### src/rtl/seq_mult_ctrl_if.sv
// rtl/seq_mult_ctrl_if.sv - start/busy/done handshake and operand/product bus for seq_mult_ctrl
interface seq_mult_ctrl_if #(parameter int WIDTH = 4);
  logic                 start;
  logic [WIDTH-1:0]     a;
  logic [WIDTH-1:0]     b;
  logic                 busy;
  logic                 done;
  logic [2*WIDTH-1:0]   product;

  modport master (output start, output a, output b,
                  input busy, input done, input product);
  modport slave  (input start, input a, input b,
                  output busy, output done, output product);
endinterface

### src/rtl/seq_mult_ctrl.sv
// rtl/seq_mult_ctrl.sv - shift-and-add unsigned multiplier, one WIDTH-bit ripple adder shared over WIDTH iterations
module seq_mult_ctrl #(
  parameter int WIDTH = 4
) (
  input  logic          clock,
  input  logic          reset,
  seq_mult_ctrl_if.slave bus
);

  localparam int CW = $clog2(WIDTH) + 1;

  typedef enum logic {IDLE = 1'b0, ADD = 1'b1} state_t;

  state_t               state_q, state_d;
  logic [WIDTH-1:0]     m_q, m_d;
  logic [WIDTH-1:0]     p_hi_q, p_hi_d;
  logic [WIDTH-1:0]     q_q, q_d;
  logic [CW-1:0]        count_q, count_d;
  logic [2*WIDTH-1:0]   product_q, product_d;
  logic                 done_q, done_d;

  logic [WIDTH-1:0]     addend;
  logic [WIDTH-1:0]     sum;
  logic [WIDTH:0]       carry;
  logic                 last_iter;

  // Shared adder: chain of full-adder slices, carry-in tied low.
  assign addend   = q_q[0] ? m_q : '0;
  assign carry[0] = 1'b0;

  genvar i;
  generate
    for (i = 0; i < WIDTH; i++) begin : g_fa
      assign sum[i]     = p_hi_q[i] ^ addend[i] ^ carry[i];
      assign carry[i+1] = (p_hi_q[i] & addend[i]) | (carry[i] & (p_hi_q[i] ^ addend[i]));
    end
  endgenerate

  assign last_iter = (count_q == CW'(WIDTH - 1));

  always_ff @(posedge clock or posedge reset) begin
    if (reset) begin
      state_q   <= IDLE;
      m_q       <= '0;
      p_hi_q    <= '0;
      q_q       <= '0;
      count_q   <= '0;
      product_q <= '0;
      done_q    <= 1'b0;
    end else begin
      state_q   <= state_d;
      m_q       <= m_d;
      p_hi_q    <= p_hi_d;
      q_q       <= q_d;
      count_q   <= count_d;
      product_q <= product_d;
      done_q    <= done_d;
    end
  end

  always_comb begin
    state_d = state_q;
    if (state_q == IDLE) begin
      if (bus.start) state_d = ADD;
    end else begin
      if (last_iter) state_d = IDLE;
    end
  end

  // The adder carry-out lands in P_hi's MSB as the pair shifts right.
  always_comb begin
    m_d       = m_q;
    p_hi_d    = p_hi_q;
    q_d       = q_q;
    count_d   = count_q;
    product_d = product_q;
    done_d    = 1'b0;
    if (state_q == IDLE) begin
      if (bus.start) begin
        m_d     = bus.a;
        q_d     = bus.b;
        p_hi_d  = '0;
        count_d = '0;
      end
    end else begin
      p_hi_d  = {carry[WIDTH], sum[WIDTH-1:1]};
      q_d     = {sum[0], q_q[WIDTH-1:1]};
      count_d = count_q + 1'b1;
      if (last_iter) begin
        product_d = {carry[WIDTH], sum, q_q[WIDTH-1:1]};
        done_d    = 1'b1;
      end
    end
  end

  always_comb begin
    bus.busy    = (state_q == ADD);
    bus.done    = done_q;
    bus.product = product_q;
  end

endmodule

### src/flat_wrapper.sv
// flat-port wrapper written by rule: the top's interface ports become plain ports
module seq_mult_ctrl_flat 
#(
  parameter int WIDTH = 4
)
  (clock, reset, bus_start, bus_a, bus_b, bus_busy, bus_done, bus_product);
  seq_mult_ctrl_if #(.WIDTH(WIDTH)) bus_i ();
  input  logic clock;
  input  logic reset;
  input wire logic [$bits(bus_i.start)-1:0] bus_start;
  input wire logic [$bits(bus_i.a)-1:0] bus_a;
  input wire logic [$bits(bus_i.b)-1:0] bus_b;
  output wire logic [$bits(bus_i.busy)-1:0] bus_busy;
  output wire logic [$bits(bus_i.done)-1:0] bus_done;
  output wire logic [$bits(bus_i.product)-1:0] bus_product;
  assign bus_i.start = bus_start;
  assign bus_i.a = bus_a;
  assign bus_i.b = bus_b;
  assign bus_busy = bus_i.busy;
  assign bus_done = bus_i.done;
  assign bus_product = bus_i.product;
  seq_mult_ctrl #(.WIDTH(WIDTH)) u_core (.clock(clock), .reset(reset), .bus(bus_i));
endmodule
### config.mk
export PLATFORM = sky130hd
export DESIGN_NAME = seq_mult_ctrl_flat
export DESIGN_NICKNAME = d
export VERILOG_FILES = /design/src/rtl/seq_mult_ctrl_if.sv /design/src/rtl/seq_mult_ctrl.sv /design/src/flat_wrapper.sv
export SDC_FILE = /design/constraint.sdc
export NUM_CORES = 1
export LEC_CHECK = 0
export ABC_CLOCK_PERIOD_IN_PS = 5350
export CORE_ASPECT_RATIO = 0.7
export CORE_MARGIN = 1.5
export CORE_UTILIZATION = 54
export CTS_CLUSTER_DIAMETER = 50
export CTS_CLUSTER_SIZE = 40
export DETAILED_ROUTE_END_ITERATION = 8
export HOLD_SLACK_MARGIN = 0.02
export PLACE_DENSITY = 0.82
export SLEW_MARGIN = 30
export SYNTH_ARGS = -nofsm -noshare
export SYNTH_HDL_FRONTEND = slang
export SYNTH_SLANG_ARGS = --single-unit
### constraint.sdc
create_clock -name clock -period 5.35 [get_ports clock]
set_input_delay 0.8025 -clock clock [delete_from_list [all_inputs] [get_ports clock]]
set_output_delay 0.8025 -clock clock [all_outputs]
set_load 0.01 [all_outputs]
# After elaboration in Yosys (flattened, before gate mapping)
# Index checks and enable logic that the tools add are counted.
[classes]
add_sub_neg = 1
mul = 0
div_mod_pow = 0
n_lt_le_gt_ge = 0
eq_ne = 1
shift = 0
n_mux = 12
n_bitwise = 18
reduce_logical = 3
[ops]
columns = ["operator", "count"]
rows = [
  ["4-bit 2-to-1 mux", 5],
  ["1-bit bitwise AND", 7],
  ["1-bit XOR", 7],
  ["3-bit 2-to-1 mux", 2],
  ["1-bit 2-to-1 mux", 5],
  ["2-bit AND reduction", 2],
  ["3-bit by 1-bit adder with 3-bit output, second input constant", 1],
  ["3-bit by 2-bit == test with 1-bit output, second input constant", 1],
  ["1-bit bitwise OR", 3],
  ["2-bit nonzero test", 1],
  ["1-bit inverter", 1],
]
[totals]
ff_bits = 25
latch_bits = 0
ram_bits = 0
mem_bits_ro = 0
n_memories = 0

# Longest topological paths before layout
# Gate-level depths: netlist of the first run.
[logic_depth]
ltp_word = 9
depth_mapped = 8

# Least setup slack after synthesis of the first run
# Ideal clock, no wire load.
[synth_path]
kind = "register to register"
startpoint = "reg u_core.q_q[0]"
endpoint = "reg u_core.p_hi_q[2]"
arrival_time_ps = 2145
required_time_ps = 5229
slack_ps = 3084
stages_incl_launch_ff = 9
path_buffers = 0
period_less_slack_ps = 2266
cell_sequence = "dfrtp_1 -> and2_1 -> ha_1 -> inv_1 -> fa_1 -> fa_1 -> fa_1 -> inv_1 -> a22o_1"
[synth_between]
elab_chain_cells = 8
elab_cells_between_ends = 13
cone_classes = "mux (2); bitwise (11)"
[synth_rtl]
columns = ["element", "line", "source"]
rows = [
  ["from (decl)", "seq_mult_ctrl.sv:17", "logic [WIDTH-1:0] q_q, q_d;"],
  ["from (signal assigned)", "seq_mult_ctrl.sv:54", "q_q <= q_d;"],
  ["4-bit 2-to-1 mux (*)", "seq_mult_ctrl.sv:28", "assign addend = q_q[0] ? m_q : '0;"],
  ["1-bit bitwise AND or 1-bit XOR (tied branches)", "seq_mult_ctrl.sv:35", "assign carry[i+1] = (p_hi_q[i] & addend[i]) | (carry[i] & (p_hi_q[i] ^ addend[i]));"],
  ["1-bit bitwise AND", "seq_mult_ctrl.sv:35", ""],
  ["1-bit bitwise OR", "seq_mult_ctrl.sv:35", ""],
  ["1-bit bitwise AND", "seq_mult_ctrl.sv:35", ""],
  ["1-bit bitwise OR", "seq_mult_ctrl.sv:35", ""],
  ["1-bit XOR (*)", "seq_mult_ctrl.sv:34", "assign sum[i] = p_hi_q[i] ^ addend[i] ^ carry[i];"],
  ["4-bit 2-to-1 mux (*)", "seq_mult_ctrl.sv:78", "if (state_q == IDLE) begin"],
  ["to (signal assigned)", "seq_mult_ctrl.sv:53", "p_hi_q <= p_hi_d;"],
  ["to (decl)", "seq_mult_ctrl.sv:16", "logic [WIDTH-1:0] p_hi_q, p_hi_d;"],
]
# Every way passes the cells marked *; elsewhere a longest branch is shown, timed or not.
# A chain may end at the register's enable or synchronous reset.

# Worst setup path in the final report of the first run
[layout_path]
startpoint = "reg u_core.state_q, in the netlist u_core.bus.busy"
endpoint = "out bus_busy"
[layout_lines]
columns = ["element", "line", "source"]
rows = [
  ["from (decl)", "seq_mult_ctrl.sv:14", "state_t state_q, state_d;"],
  ["from (signal assigned)", "seq_mult_ctrl.sv:51", "state_q <= state_d;"],
  ["to (decl)", "flat_wrapper.sv:13", "output wire logic [$bits(bus_i.busy)-1:0] bus_busy;"],
]
# No word-level cell between the ends.

==> impl_metrics.yaml, run 1 <==
sta:
  period_share_pct: 49.7
  setup_tns_ns: 0
  finalHoldViolCount: 0
  max_slew_margin_pct: 47.9
  fin_crit_ns: 2.66
  tightest_slew_ns: 0.781
  fmax_mhz: 376
  finalSetupViolations: 0
  rsz0062_at_grt: "false"
  setup_ws_ns: 2.69
  finalMaxSlewViolations: 0
  skew_ns: 0.00125
placed_design:
  dpl.hpwl_um: 1480
  dpl_worst_slack_ns: 2.93
  gp_routability_congestion: 0.738
  portBuffers: 20
setup_path:
  path_buf_inv: 1
  path_delay_family: "flip-flops"
  cp_data_arrival_time_ns: 1.86
  path_max_fanout: 25
  worstSetupPathType: "flip-flop to output port"
  end_kind: "output port"
  rrSetupSlack_ns: 2.92
  crit_path_top_delay_cell: "dfrtp_1"
  cp_slowest_stage_delay_ns: 0.87
  worst_setup_path_start_kind: "flip-flop"
  required_ns: 4.55
  cp_cell_sequence: "clkdlybuf4s50_1"
clock_network:
  cts_tree: "built"
  root_buffer: "clkbuf_4"
  clock-sinks: 25
  post_cts_buffers: 0
  cts_resized: 0
  cts_max_path_buffers: 2
  cts_max_level: 1
  cts_hold_buf: 0
  clk_pin_slew_ns: 0.12
  insertion_delay_ns: 0.31
  numCtsBuffers: 3
route:
  routedWlPerCell_um: 14.6
  drtIter0Drc: 20
  drc: 0
  first_pass_iters: 3
  via_count: 728
  ant_nets: 0
  wirelength_um: 1960
  routed_via_density: 5.43
floorplan:
  fp.dieH_um: 41.0
  io_pins: 21
  die_w_um: 57.3
  initial_utilization_pct: 58.6
  coreArea_um2: 1900
  rows: 13
  die_area_um2: 2350
global_route:
  first_global_vias: 692
  grtUsageMet3_pct: 7.57
  grtUsageMet2_pct: 33.6
  overflow: 0
  grt_first_pass_wirelength_um: 3110
  grt_max_degree: 26
  met1_usage_pct: 22.5
  grt-busiest-layer: "met2"
  antenna_found_initial: 0
  track_usage_pct: 18.9
logic_synthesis:
  yosysUniqueCellTypes: 20
  syn_inst: 91
  ys_warn_count: 0
  synth.area.top_cells: "dfrtp_1 56%, fa_1 5.4%, mux2_2 5.1%"
  synth.avg_cell_area_um2: 12.3
  synth_seq_area_share_pct: 56.1
  ys_ff_latch: 25
  synth_top_area_share_pct: 56.1
  syn_nets: 108
  syn_area_um2: 1110
  synth_top_cell_by_area: "dfrtp_1"
power_and_ir_drop:
  p_leak_nw: 0.618
  cellPowerDensity_nw_per_um2: 539
  irDropWorstVdd_mv: 0.313
layout:
  final_nets: 130
  area_growth_pct: 21.2
  antenna_cells: 0
  drive_gt1_share_pct: 10.7
  fill_cells: 143
run:
  maxCapViolations: 0
status:
  status: "finished, final reports clean"
min_path:
  hp-class: "flip-flop to flip-flop"
[state kept, by name (all words and copies together), names as in the netlist]
register	flops
u_core.bus.busy	1
u_core.bus.done	1
u_core.m_q	4
u_core.p_hi_q	4
u_core.bus.product	8
u_core.q_q	4
u_core.count_q	3
[layer usage]
layer / routed length, um / up-vias
met3: 119 / 2
met1: 901 / 361
li1: - / 344
met2: 934 / 21
met5: 0 / -
met4: 5 / 0
[per-stage QoR]
stage	cells	power (mW)	util [%]	hold slack [ns]	cell area [um2]
4_1_cts	134	0.732	71.0	0.511	1350
3_5_place_dp	130	0.652	69.6	0.478	1330
6_report	134	0.728	71.0	0.505	1350
2_1_floorplan	91	0.528	-	0.463	1110
3_3_place_gp	130	0.631	69.6	0.469	1330
5_1_grt	134	0.782	71.0	0.533	1350
[placed cells by master (no fill, tap or decap), types with 2 or more instances in the layout]
master           netlist  layout
nand2_1                8       8
clkdlybuf4s50_1        0      20
mux2_2                 5       5
a22o_1                 3       3
o31ai_1                2       2
mux2i_1                5       5
fa_1                   3       3
dfrtp_1               25      25
mux2_1                 4       4
clkbuf_4               0       3
ha_1                   3       3
o21ai_0                5       5
a21oi_1                6       6
inv_1                 10       9
nand2b_1               3       3
nor2_1                 2       2
[power breakdown]
part	internal, mW	switching [mW]
Clock	0.0292	0.0529
Sequential	0.272	0.0700
Combinational	0.168	0.135
Total	0.470	0.258
[cells by family (layout without fill, tap and decap cells)]
family	Yosys count	in the layout	synth area share [%]
AND/OR/NAND/NOR	16	16	7.41
flip-flops	25	25	56.1
buffers and inverters	14	35	5.50
adder cells (fa/ha/maj)	6	6	8.75
multiplexers	14	14	13.6
AO/OA/AOI/OAI	16	16	8.64
[worst paths after layout]
check,from,to,cells after the start
min in group asynchronous,reset,u_core.m_q[3],2
max in group asynchronous,reset,u_core.p_hi_q[3],2
min,u_core.bus.product[3],u_core.bus.product[3],1
min reg2reg,u_core.bus.product[3],u_core.bus.product[3],1
max reg2reg,u_core.q_q[0],u_core.p_hi_q[2],8
max,u_core.bus.busy,bus_busy,1
[synthesized netlist by cell type]
cell type	count
nand2_2	1
and2_1	1
a21oi_1	6
a22o_1	3
inv_1	10
ha_1	3
buf_2	2
nand2b_1	3
o31ai_1	2
nand2_1	8
mux2i_1	5
o21ai_0	5
buf_4	1
nor2_1	2
mux2_2	5
mux2_1	4
fa_1	3
dfrtp_1	25
nor2b_4	1
inv_4	1
[layout make-up]
cell class,instances,area (um2),share of cell area [%]
clock buffers,4,26.3,1.94
multi-input cells,52,428,31.7
flip-flops and latches,25,626,46.3
repair buffers,20,200,14.8
inverters,11,43.8,3.24
well taps,22,27.5,2.04
Note: power is estimated with default switching activity, not from simulation.
==> inputs of run 2 (changes only) <==
- ABC_CLOCK_PERIOD_IN_PS: 5350 -> 2100
- CORE_UTILIZATION: 54 -> 45
- PLACE_DENSITY: 0.82 -> 0.73
- clock period: 5.35 -> 2.1 ns (I/O delays scaled with it)
==> impl_metrics.yaml, run 2 (synthesis gave the netlist of run 1 again) <==
clock_network:
  numCtsBuffers: 3
  cts_tree: "built"
  clock-sinks: 25
  cts_max_level: 1
  insertion_delay_ns: 0.32
  cts_hold_buf: 0
  root_buffer: "clkbuf_4"
  cts_max_path_buffers: 2
  clk_pin_slew_ns: 0.13
route:
  wirelength_um: 1970
  via_count: 734
  routedWlPerCell_um: 13.2
  first_pass_iters: 4
  drtIter0Drc: 35
  routed_via_density: 4.93
  drc: 0
  ant_nets: 0
setup_path:
  path_max_fanout: 2
  end_kind: "flip-flop"
  worst_setup_path_start_kind: "flip-flop"
  required_ns: 2.32
  worstSetupPathType: "flip-flop to flip-flop"
  cp_data_arrival_time_ns: 2.49
power_and_ir_drop:
  p_leak_nw: 0.644
  cellPowerDensity_nw_per_um2: 1350
  total_power_mw: 1.90
  irDropWorstVdd_mv: 0.665
layout:
  antenna_cells: 0
  drive_gt1_share_pct: 16.2
  design_area_um2: 1410
  largest_reg_flops: 8
  area_growth_pct: 26.5
  final_common_cell: "dfrtp_1"
  final_nets: 135
  final_cell_mix: "25 x dfrtp_1, 20 x clkdlybuf4s50_1, 10 x inv_1"
sta:
  finalHoldViolCount: 0
  max_slew_margin_pct: 71.8
  setup_ws_ns: -0.171
  rsz0062_at_grt: "true"
  tightest_slew_ns: 0.424
  finalMaxSlewViolations: 0
  skew_ns: 0.00261
  fmax_mhz: 440
  fin_crit_ns: 2.27
  period_share_pct: 108
  finalSetupViolations: 2
placed_design:
  portBuffers: 20
  dpl.hpwl_um: 1450
  gp_routability_congestion: 0.732
  place_area_um2: 1370
  dpl_worst_slack_ns: -0.128
status:
  violations: "setup timing"
  status: "complete, but fails checks"
min_path:
  hp-class: "input pin to async pin"
global_route:
  grt_first_pass_wirelength_um: 3540
  grt_max_degree: 26
  overflow: 0
  first_global_vias: 789
  track_usage_pct: 16.8
  antenna_found_initial: 0
floorplan:
  initial_utilization_pct: 49.7
  rows: 14
  die_area_um2: 2790
  fp.dieH_um: 44.6
  coreArea_um2: 2240
  die_w_um: 62.5
  io_pins: 21
run:
  maxCapViolations: 0
==> run 2: what timing repair did <==
action	in CTS	in global routing
setup endpoints to repair	1	3
buffers inserted	0	1
resized for setup	0	1
==> run 2: per-layer routing <==
layer / part of all wire, % / global-route usage [%] / wire length, um / vias up
met3: 5.6 / 5.85 / 110 / 4
met1: 49 / 21.5 / 972 / 356
li1: - / - / - / 355
met5: 0 / 0 / 0 / -
met4: 1.2 / 5.33 / 23 / 0
met2: 44 / 27.7 / 866 / 19
==> run 2: final timing paths <==
| path | from | endpoint | slack (ns) | depth (start not counted) |
|---|---|---|---|---|
| min in group clock | u_core.bus.product[1] | u_core.bus.product[1] | 0.50 | 1 |
| max | u_core.m_q[0] | u_core.p_hi_q[2] | -0.17 | 8 |
| max in group asynchronous | reset | u_core.bus.product[1] | 1.54 | 3 |
| min | reset | u_core.m_q[1] | 0.32 | 3 |
| max reg2reg | u_core.m_q[0] | u_core.p_hi_q[2] | -0.17 | 8 |
| min reg2reg | u_core.bus.product[1] | u_core.bus.product[1] | 0.50 | 1 |
==> run 2: stage by stage <==
stage	setup TNS, ns	utilization (%)	std cells	hold slack, ns
5_1_grt	-0.401	62.9	149	0.340
6_report	-0.222	62.9	149	0.323
3_5_place_dp	-0.128	61.2	144	0.478
2_1_floorplan	-0.0831	-	91	0.342
4_1_cts	-0.155	62.4	148	0.323
3_3_place_gp	-0.0427	61.2	144	0.473
==> run 2: where the power goes <==
part           switching [mW]  internal (mW)
registers               0.135          0.694
clock network           0.138         0.0744
logic                   0.389          0.473
==> run 2: layout make-up <==
| class | instances | area, um2 |
|---|---|---|
| clock buffers | 4 | 26.3 |
| fillers | 203 | 832 |
| inverters | 11 | 43.8 |
| multi-input cells | 52 | 437 |
| flip-flops and latches | 25 | 626 |
| well taps | 32 | 40.0 |
| repair buffers | 25 | 238 |
==> run 2: critical path: stages, from the launching register on <==
cell	delay, ns
dfrtp_1	0.37
and2_1	0.13
ha_1	0.14
inv_1	0.05
fa_2	0.34
fa_2	0.34
fa_1	0.53
inv_1	0.06
a22o_1	0.23
==> inputs of run 3 (changes only) <==
- ABC_CLOCK_PERIOD_IN_PS: 2100 -> default
==> results of run 3 <==
Same layout as run 2: the final DEF is identical, and so are final timing and power.
